==> config.mk <==
export PLATFORM = sky130hd
export DESIGN_NAME = unified_mem_arbiter_flat
export DESIGN_NICKNAME = d
export VERILOG_FILES = /design/src/rtl/unified_mem_arbiter_if.sv /design/src/rtl/unified_mem_arbiter.sv /design/src/flat_wrapper.sv
export SDC_FILE = /design/constraint.sdc
export NUM_CORES = 1
export LEC_CHECK = 0
export CORE_AREA = 2 2 106 108
export DETAILED_ROUTE_END_ITERATION = 6
export DIE_AREA = 0 0 108 110
export PLACE_DENSITY = 0.6
export SLEW_MARGIN = 15
export SYNTH_ARGS = -nofsm -noshare
export SYNTH_HDL_FRONTEND = slang
export SYNTH_SLANG_ARGS = --single-unit
==> constraint.sdc <==
create_clock -name clk -period 2.3 [get_ports clk]
set_clock_uncertainty 0.05 [all_clocks]
set_input_delay 0.23 -clock clk [delete_from_list [all_inputs] [get_ports clk]]
set_output_delay 0.23 -clock clk [all_outputs]
set_load 0.01 [all_outputs]
==> src/rtl/unified_mem_arbiter_if.sv <==
// Bundle of the fetch port, data port and single-memory port around the unified memory arbiter.
// The slave view is the arbiter. The master view is its environment, which is the mips core on the
// fetch/data side and the memory on the mem side.
interface unified_mem_arbiter_if;
  // Fetch port
  logic        i_req;
  logic [31:0] i_addr;
  logic        i_gnt;
  logic        i_rvalid;
  logic [31:0] i_rdata;
  logic        i_stall;
  // Data port
  logic        d_req;
  logic        d_rd_wr;
  logic [31:0] d_addr;
  logic [31:0] d_wdata;
  logic [1:0]  d_size;
  logic        d_gnt;
  logic        d_rvalid;
  logic [31:0] d_rdata;
  logic        d_stall;
  // Memory port
  logic [31:0] mem_addr;
  logic [31:0] mem_din;
  logic [31:0] mem_dout;
  logic [1:0]  mem_access_size;
  logic        mem_rd_wr;
  logic        mem_enable;

  modport slave (
    input  i_req, i_addr, d_req, d_rd_wr, d_addr, d_wdata, d_size, mem_dout,
    output i_gnt, i_rvalid, i_rdata, i_stall, d_gnt, d_rvalid, d_rdata, d_stall,
    output mem_addr, mem_din, mem_access_size, mem_rd_wr, mem_enable
  );

  modport master (
    output i_req, i_addr, d_req, d_rd_wr, d_addr, d_wdata, d_size, mem_dout,
    input  i_gnt, i_rvalid, i_rdata, i_stall, d_gnt, d_rvalid, d_rdata, d_stall,
    input  mem_addr, mem_din, mem_access_size, mem_rd_wr, mem_enable
  );
endinterface

==> src/rtl/unified_mem_arbiter.sv <==
// Shares one synchronous memory between the mips fetch and data ports.
// At most one access is granted per cycle. The data port wins contention. A starvation counter
// forces fetch ahead once it has been denied STARVE_LIMIT consecutive cycles. Read data returns
// one cycle after the grant, to whichever port owned the previous cycle's read.
module unified_mem_arbiter #(
  parameter int unsigned STARVE_LIMIT = 3,
  parameter int unsigned CNT_W        = 4
) (
  input logic                  clk,
  input logic                  reset,
  unified_mem_arbiter_if.slave bus
);

  localparam logic [1:0]       SZ_WORD = 2'b10;
  localparam logic [CNT_W-1:0] LIMIT   = CNT_W'(STARVE_LIMIT);

  typedef enum logic [1:0] {OwnNone, OwnI, OwnD} owner_e;

  owner_e           owner_q, owner_d;
  logic [CNT_W-1:0] starve_cnt_q, starve_cnt_d;
  logic             i_req_v, d_req_v, force_i, i_gnt, d_gnt;

  // Grant decision. Requests are masked while reset is held, so no grant or stall leaks out.
  always_comb begin
    i_req_v = bus.i_req & ~reset;
    d_req_v = bus.d_req & ~reset;
    force_i = (starve_cnt_q == LIMIT);
    d_gnt   = d_req_v & ~(i_req_v & force_i);
    i_gnt   = i_req_v & ~d_gnt;
  end

  // Steer the granted port onto the memory. An idle cycle drives the reset values.
  always_comb begin
    bus.mem_enable      = 1'b0;
    bus.mem_rd_wr       = 1'b1;
    bus.mem_addr        = '0;
    bus.mem_din         = '0;
    bus.mem_access_size = SZ_WORD;
    if (i_gnt) begin
      bus.mem_enable = 1'b1;
      bus.mem_addr   = bus.i_addr;
    end else if (d_gnt) begin
      bus.mem_enable      = 1'b1;
      bus.mem_rd_wr       = bus.d_rd_wr;
      bus.mem_addr        = bus.d_addr;
      bus.mem_din         = bus.d_wdata;
      bus.mem_access_size = bus.d_size;
    end
  end

  // Owner of the read now in flight, plus the next starvation count.
  always_comb begin
    owner_d = OwnNone;
    if (i_gnt) begin
      owner_d = OwnI;
    end else if (d_gnt && bus.d_rd_wr) begin
      owner_d = OwnD;
    end

    starve_cnt_d = starve_cnt_q;
    if (i_gnt || !i_req_v) begin
      starve_cnt_d = '0;
    end else if (starve_cnt_q != LIMIT) begin
      starve_cnt_d = starve_cnt_q + CNT_W'(1);
    end
  end

  // State register. Reset drops any read in flight.
  always_ff @(posedge clk or posedge reset) begin
    if (reset) begin
      owner_q      <= OwnNone;
      starve_cnt_q <= '0;
    end else begin
      owner_q      <= owner_d;
      starve_cnt_q <= starve_cnt_d;
    end
  end

  assign bus.i_gnt    = i_gnt;
  assign bus.d_gnt    = d_gnt;
  assign bus.i_stall  = i_req_v & ~i_gnt;
  assign bus.d_stall  = d_req_v & ~d_gnt;
  assign bus.i_rvalid = (owner_q == OwnI);
  assign bus.d_rvalid = (owner_q == OwnD);
  assign bus.i_rdata  = bus.mem_dout;
  assign bus.d_rdata  = bus.mem_dout;

endmodule

==> src/flat_wrapper.sv <==
// flat-port wrapper written by rule: the top's interface ports become plain ports
module unified_mem_arbiter_flat 
#(
  parameter int unsigned STARVE_LIMIT = 3,
  parameter int unsigned CNT_W        = 4
)
  (clk, reset, bus_i_req, bus_i_addr, bus_d_req, bus_d_rd_wr, bus_d_addr, bus_d_wdata, bus_d_size, bus_mem_dout, bus_i_gnt, bus_i_rvalid, bus_i_rdata, bus_i_stall, bus_d_gnt, bus_d_rvalid, bus_d_rdata, bus_d_stall, bus_mem_addr, bus_mem_din, bus_mem_access_size, bus_mem_rd_wr, bus_mem_enable);
  unified_mem_arbiter_if bus_i ();
  input logic clk;
  input logic reset;
  input wire logic [$bits(bus_i.i_req)-1:0] bus_i_req;
  input wire logic [$bits(bus_i.i_addr)-1:0] bus_i_addr;
  input wire logic [$bits(bus_i.d_req)-1:0] bus_d_req;
  input wire logic [$bits(bus_i.d_rd_wr)-1:0] bus_d_rd_wr;
  input wire logic [$bits(bus_i.d_addr)-1:0] bus_d_addr;
  input wire logic [$bits(bus_i.d_wdata)-1:0] bus_d_wdata;
  input wire logic [$bits(bus_i.d_size)-1:0] bus_d_size;
  input wire logic [$bits(bus_i.mem_dout)-1:0] bus_mem_dout;
  output wire logic [$bits(bus_i.i_gnt)-1:0] bus_i_gnt;
  output wire logic [$bits(bus_i.i_rvalid)-1:0] bus_i_rvalid;
  output wire logic [$bits(bus_i.i_rdata)-1:0] bus_i_rdata;
  output wire logic [$bits(bus_i.i_stall)-1:0] bus_i_stall;
  output wire logic [$bits(bus_i.d_gnt)-1:0] bus_d_gnt;
  output wire logic [$bits(bus_i.d_rvalid)-1:0] bus_d_rvalid;
  output wire logic [$bits(bus_i.d_rdata)-1:0] bus_d_rdata;
  output wire logic [$bits(bus_i.d_stall)-1:0] bus_d_stall;
  output wire logic [$bits(bus_i.mem_addr)-1:0] bus_mem_addr;
  output wire logic [$bits(bus_i.mem_din)-1:0] bus_mem_din;
  output wire logic [$bits(bus_i.mem_access_size)-1:0] bus_mem_access_size;
  output wire logic [$bits(bus_i.mem_rd_wr)-1:0] bus_mem_rd_wr;
  output wire logic [$bits(bus_i.mem_enable)-1:0] bus_mem_enable;
  assign bus_i.i_req = bus_i_req;
  assign bus_i.i_addr = bus_i_addr;
  assign bus_i.d_req = bus_d_req;
  assign bus_i.d_rd_wr = bus_d_rd_wr;
  assign bus_i.d_addr = bus_d_addr;
  assign bus_i.d_wdata = bus_d_wdata;
  assign bus_i.d_size = bus_d_size;
  assign bus_i.mem_dout = bus_mem_dout;
  assign bus_i_gnt = bus_i.i_gnt;
  assign bus_i_rvalid = bus_i.i_rvalid;
  assign bus_i_rdata = bus_i.i_rdata;
  assign bus_i_stall = bus_i.i_stall;
  assign bus_d_gnt = bus_i.d_gnt;
  assign bus_d_rvalid = bus_i.d_rvalid;
  assign bus_d_rdata = bus_i.d_rdata;
  assign bus_d_stall = bus_i.d_stall;
  assign bus_mem_addr = bus_i.mem_addr;
  assign bus_mem_din = bus_i.mem_din;
  assign bus_mem_access_size = bus_i.mem_access_size;
  assign bus_mem_rd_wr = bus_i.mem_rd_wr;
  assign bus_mem_enable = bus_i.mem_enable;
  unified_mem_arbiter #(.STARVE_LIMIT(STARVE_LIMIT), .CNT_W(CNT_W)) u_core (.clk(clk), .reset(reset), .bus(bus_i));
endmodule
Word level (Yosys, flattened, before mapping):

Index checks and enable logic that the tools add are counted.

* latch bits: 0
* RAM bits: 0
* bits of input ports: 135
* word-level logic and storage cells: 36
* bits in registers: 6
* memories: 0
* bits in read-only memories: 0

* bitwise gates (word level): 11
* shift-type cells: 0
* equal/unequal tests: 4
* div/mod/pow operators: 0
* $lt $le $gt $ge: 0
* $add $sub $neg: 1
* multiply operators: 0
* reductions and logical operators: 4
* multiplexer cells: 14

Operator list (number)
* $mux 32: 4
* $mux 2: 4
* $mux 4: 2
* $and 1x1->1: 7
* $add 4x1->4 const B: 1
* $eq 4x2->1 const B: 1
* $mux 1: 4
* $ne 4x2->1 const B: 1
* $not 1->1: 4
* $eq 2x1->1 const B: 1
* $eq 2x2->1 const B: 1
* $reduce_bool 2->1: 1
* $logic_and 1x1->1: 1
* $logic_not 1->1: 1
* $logic_or 1x1->1: 1

Depth between registers and ports, before layout:

* word-level depth: 9
* mapped depth: 6
* mapped depth without buffers: 4

Worst setup path before layout:

OpenSTA, ideal clock, no wires.

* path type: reg2out
* from: register u_core.starve_cnt_q[0]
* to: output bus_mem_addr[22]
* stages on the path, launching flop included: 6
* data arrival time: 1.639 ns
* setup slack: 0.381 ns
* cells stage by stage: dfrtp_1 -> ha_1 -> or3b_4 -> a211oi_4 -> buf_6 -> a22o_1

* word-level cells in the longest chain between the ends: 7
* elaborated cells on any way between the ends: 8

Ends and longest elaborated chain
* from (decl): line unified_mem_arbiter.sv:20 `logic [CNT_W-1:0] starve_cnt_q, starve_cnt_d;`
* from (signal assigned): line unified_mem_arbiter.sv:75 `starve_cnt_q <= starve_cnt_d;`
* $eq 4x2->1: line unified_mem_arbiter.sv:27 `force_i = (starve_cnt_q == LIMIT);`
* $and 1x1->1: line unified_mem_arbiter.sv:28 `d_gnt = d_req_v & ~(i_req_v & force_i);`
* $not 1->1: line unified_mem_arbiter.sv:28
* $and 1x1->1: line unified_mem_arbiter.sv:28
* $not 1->1: line unified_mem_arbiter.sv:29 `i_gnt = i_req_v & ~d_gnt;`
* $and 1x1->1: line unified_mem_arbiter.sv:29
* via bus_i_gnt: line flat_wrapper.sv:19 `output wire logic [$bits(bus_i.i_gnt)-1:0] bus_i_gnt;`
* $mux 32: line unified_mem_arbiter.sv:39 `if (i_gnt) begin`
* to (decl): line flat_wrapper.sv:27 `output wire logic [$bits(bus_i.mem_addr)-1:0] bus_mem_addr;`

The timed path passes the listed nets, and every way through them passes these cells.

Worst setup path after layout:

* from: register u_core.starve_cnt_q[1]
* to: output bus_mem_addr[31]

* word-level cells in the longest chain between the ends: 7
* elaborated cells on any way between the ends: 8

Ends and longest elaborated chain (line)
* $eq 4x2->1 *: unified_mem_arbiter.sv:27
* $and 1x1->1 *: unified_mem_arbiter.sv:28
* $not 1->1 *: unified_mem_arbiter.sv:28
* $and 1x1->1 *: unified_mem_arbiter.sv:28
* $not 1->1: unified_mem_arbiter.sv:29
* $and 1x1->1: unified_mem_arbiter.sv:29
* $mux 32 *: unified_mem_arbiter.sv:39

Mark *: on every way between the ends. The rest lies on a longest branch, timed or not.

==> results_tabular.tex <==
\begin{tabular}{lr}
\hline
Metric & Value \\
\hline
\multicolumn{2}{l}{\textbf{Placed design}} \\
Number of input and output port buffers inserted & 176 \\
Worst slack at placement & -0.147 ns \\
Last weighted congestion value of the routability-driven placer & 0.673 \\
HPWL after DPL & 5090 µm \\
\multicolumn{2}{l}{\textbf{Power}} \\
Leakage power & 1.33 nW \\
Internal power contribution & 0.000512 W \\
Power spent charging and discharging nets & 0.000195 W \\
Sw Share & 27.6\% \\
Register share of total power & 15.5\% \\
Total power & 0.000706 W \\
Fraction of power consumed by the clock network & 22.3\% \\
Power density over cell area & 247 nW/µm² \\
Maximum vdd drop & 0.129 mV \\
Share of power burned in combinational logic & 62.2\% \\
\multicolumn{2}{l}{\textbf{Detailed routing}} \\
Final antenna-violating net count & 0 \\
Detailed-route vias per instance & 3.85 \\
Number of DRC markers in iteration 0 & 58 \\
Wire length per cell & 16.0 µm \\
Post-detailed-route DRC marker count & 0 \\
DR vias & 1683 \\
DRT Wirelength & 7000 µm \\
Total iterations of the first detailed-routing run & 3 \\
\multicolumn{2}{l}{\textbf{Timing}} \\
RSZ-0062 raised after global routing & yes \\
Worst hold slack across all endpoints & 0.372 ns \\
Part of the cycle the worst path needs & 106\% \\
Count of pins over their slew limit & 0 \\
Minimum clock period & 2.45 ns \\
Relative slew margins & 83.1\% \\
Final setup margin & -0.146 ns \\
Slew at the pin closest to its max-slew limit & 0.253 ns \\
Final hold viol count & 0 \\
Max Freq & 0.409 GHz \\
Setup violation total in the final timing report & 32 \\
\multicolumn{2}{l}{\textbf{Clocking}} \\
\# H-tree levels & 1 \\
Clk buf depth & 2 \\
Clock insertion delay at the later pin of the skew report & 0.22 ns \\
TritonCTS clock tree & done \\
Number of clock sinks seen by CTS & 6 \\
TritonCTS buffer count & 3 \\
Clock slew seen by the registers of the worst setup and hold paths & 0.04 ns \\
Buffer cell driving the clock tree root & clkbuf\_8 \\
\multicolumn{2}{l}{\textbf{Logic synthesis}} \\
Post-synthesis compound-gate area fraction & 22.5\% \\
Main combinational cell family by area after synthesis & buffers and inverters \\
Sequential share of the synthesized area & 10.9\% \\
Post-synth top flop & dfrtp\_1 \\
Number of nets in the synthesized netlist & 305 \\
Fraction of synthesized cell area taken by the top area cell type & 34.9\% \\
Cell variety after synth & 20 \\
Largest area contributor in the synthesized netlist & buf\_4 \\
Share of async-settable or async-resettable flops after synthesis & 100\% \\
Cell area after synthesis & 1380 µm² \\
Share of synthesized cell area in full adder, half adder and majority cells & 0.908\% \\
Mapped Cells & 169 \\
Top post-synthesis cells by area & buf\_4, a22o\_1, and2\_1 \\
Synthesized area per cell & 8.15 µm² \\
Area share of and/or/nand/nor cells after synthesis & 22.2\% \\
Mux share of post-synthesis cell area & 0\% \\
Most frequent cells after synthesis & buf\_4, and2\_1, a22o\_1 \\
Number of enable-type register cells in the synthesized netlist & 0 \\
Number of register bits inferred by synthesis & 6 \\
Fraction of synthesized cell area in xor and xnor cells & 1.27\% \\
Yosys warning count & 0 \\
Dominant cell by count in the synthesized netlist & buf\_4 \\
\multicolumn{2}{l}{\textbf{Global route}} \\
Maximum number of pins on one net before global-route repair & 36 \\
Initial antenna violation count & 0 \\
Number of global-route vias before repair & 1738 \\
Leftover overflow at the end of global routing & 0 \\
Global-route wire length before repair & 9360 µm \\
Total routing resource utilization after global routing & 10.3\% \\
\multicolumn{2}{l}{\textbf{Setup path}} \\
Kind of start point of the critical path & flip-flop \\
Worst flop-to-flop path endpoint & u\_core.owner\_q[1] \\
Data arrival time of the critical path & 2.17 ns \\
Biggest fanout along the worst timing path & 4 \\
Crit Path Class & flip-flop to primary output \\
Crit path required time & 2.02 ns \\
Beginning of the worst register-to-register path & u\_core.starve\_cnt\_q[1] \\
Register-to-Register Path Depth & 6 \\
Crit end category & primary output \\
Setup slack on the worst flop-to-flop path & 0.51 ns \\
\multicolumn{2}{l}{\textbf{Run status}} \\
Violations in the final reports & setup timing \\
Outcome & finished with violations \\
\multicolumn{2}{l}{\textbf{Cells and area}} \\
Post-layout net count & 435 \\
Antenna diodes & 0 \\
Layout cells sized above 1 & 31.6\% \\
Area Growth Syn to Fin & 107\% \\
\multicolumn{2}{l}{\textbf{Die}} \\
Initial core utilization & 12.9\% \\
Count of pins on the block boundary & 273 \\
Core area & 10700 µm² \\
Overall die width & 108 µm \\
\# rows & 38 \\
Die span in y & 110 µm \\
Die footprint & 11900 µm² \\
\multicolumn{2}{l}{\textbf{Hold path}} \\
Hold WC Path Type & input port to asynchronous set/reset pin \\
\multicolumn{2}{l}{\textbf{Flow run}} \\
Maximum capacitance violations & 0 \\
\hline
\end{tabular}
==> worst max path at each step <==
stage                                       from               end  slack [ns]  cells past startpoint
after global routing      u_core.starve_cnt_q[1]  bus_mem_addr[31]       -0.18                      8
after detailed placement  u_core.starve_cnt_q[0]   bus_mem_addr[8]       -0.15                      6
after CTS                 u_core.starve_cnt_q[0]  bus_mem_addr[26]       -0.14                      8
after floorplan           u_core.starve_cnt_q[0]  bus_mem_addr[22]        0.38                      5
after global placement    u_core.starve_cnt_q[0]   bus_mem_addr[8]       -0.14                      6
final                     u_core.starve_cnt_q[1]  bus_mem_addr[31]       -0.15                      8
==> repair_timing <==
item	CTS	global route
setup endpoints to repair	70	65
cloned	6	1
pin swaps	12	20
hold buffers	0	0
gates resized for setup	198	54
setup buffers	4	7
==> state kept, by name (all words and copies together), names as in the netlist <==
| name | flops |
|---|---|
| u_core.owner_q | 2 |
| u_core.starve_cnt_q | 4 |
==> through the flow <==
stage,util [%],instance area (µm²),setup TNS (ns),std cells
after floorplan,-,1380,0,169
after global placement,26.5,2830,-4.48,419
after detailed placement,26.5,2830,-6.23,419
after CTS,27.3,2920,-0.616,432
after global routing,26.7,2860,-3.15,437
final,26.7,2860,-1.91,437
==> kinds of logic (layout without fill, tap and decap cells) <==
kind of cell    Yosys count  after routing
flops                     6              6
fa+ha+maj                 1              1
compound gates           34             34
simple gates             49             49
buf+inv                  77            205
xor+xnor                  2              2
==> critical path: stages, from the launching register on <==
cell and delay (ns):
dfrtp_1 0.35, ha_2 0.19, or3b_4 0.41, o21ba_4 0.26, buf_12 0.15, buf_16 0.13
buf_6 0.11, a22o_1 0.21, buf_2 0.13
==> power by group through the flow <==
| stage | registers, W | clock network, W | logic [W] |
|---|---|---|---|
| global placement | 0.000111 | 0 | 0.000438 |
| global route | 0.000110 | 0.000169 | 0.000469 |
| finish | 0.000109 | 0.000158 | 0.000439 |
| floorplan | 0.000111 | 0 | 0.000239 |
| detailed placement | 0.000111 | 0 | 0.000440 |
| CTS | 0.000109 | 0.000164 | 0.000447 |
==> cell type report <==
type	count	area [µm²]
Sequential cell	6	150
Inverter	2	7.51
Multi-Input combinational cell	86	657
Clock buffer	3	41.3
Tap cell	140	175
Timing Repair Buffer	200	1830
Fill cell	1136	7840
==> cells in the final DEF, fill, tap and decap left out, types with 2 or more instances in the layout <==
cell type,instances
buf_12,7
buf_6,3
nor2b_1,2
nor2_1,2
buf_2,37
a22o_1,32
dlygate4sd2_1,2
buf_16,4
and3_1,3
clkdlybuf4s50_1,106
dfrtp_1,6
buf_4,9
clkdlybuf4s15_1,6
nand2b_1,3
clkbuf_8,3
and2_1,34
inv_1,2
clkbuf_2,25
==> per-layer routing <==
metal / vias up / share of wire, % / GRT usage (%)
met3: 14 / 15 / 4.12
met2: 162 / 53 / 21.2
met4: 0 / 1.5 / 2.84
met1: 743 / 31 / 9.12
met5: - / 0 / 0
li1: 764 / - / -
No activity file was read; power rests on OpenSTA's default activity.
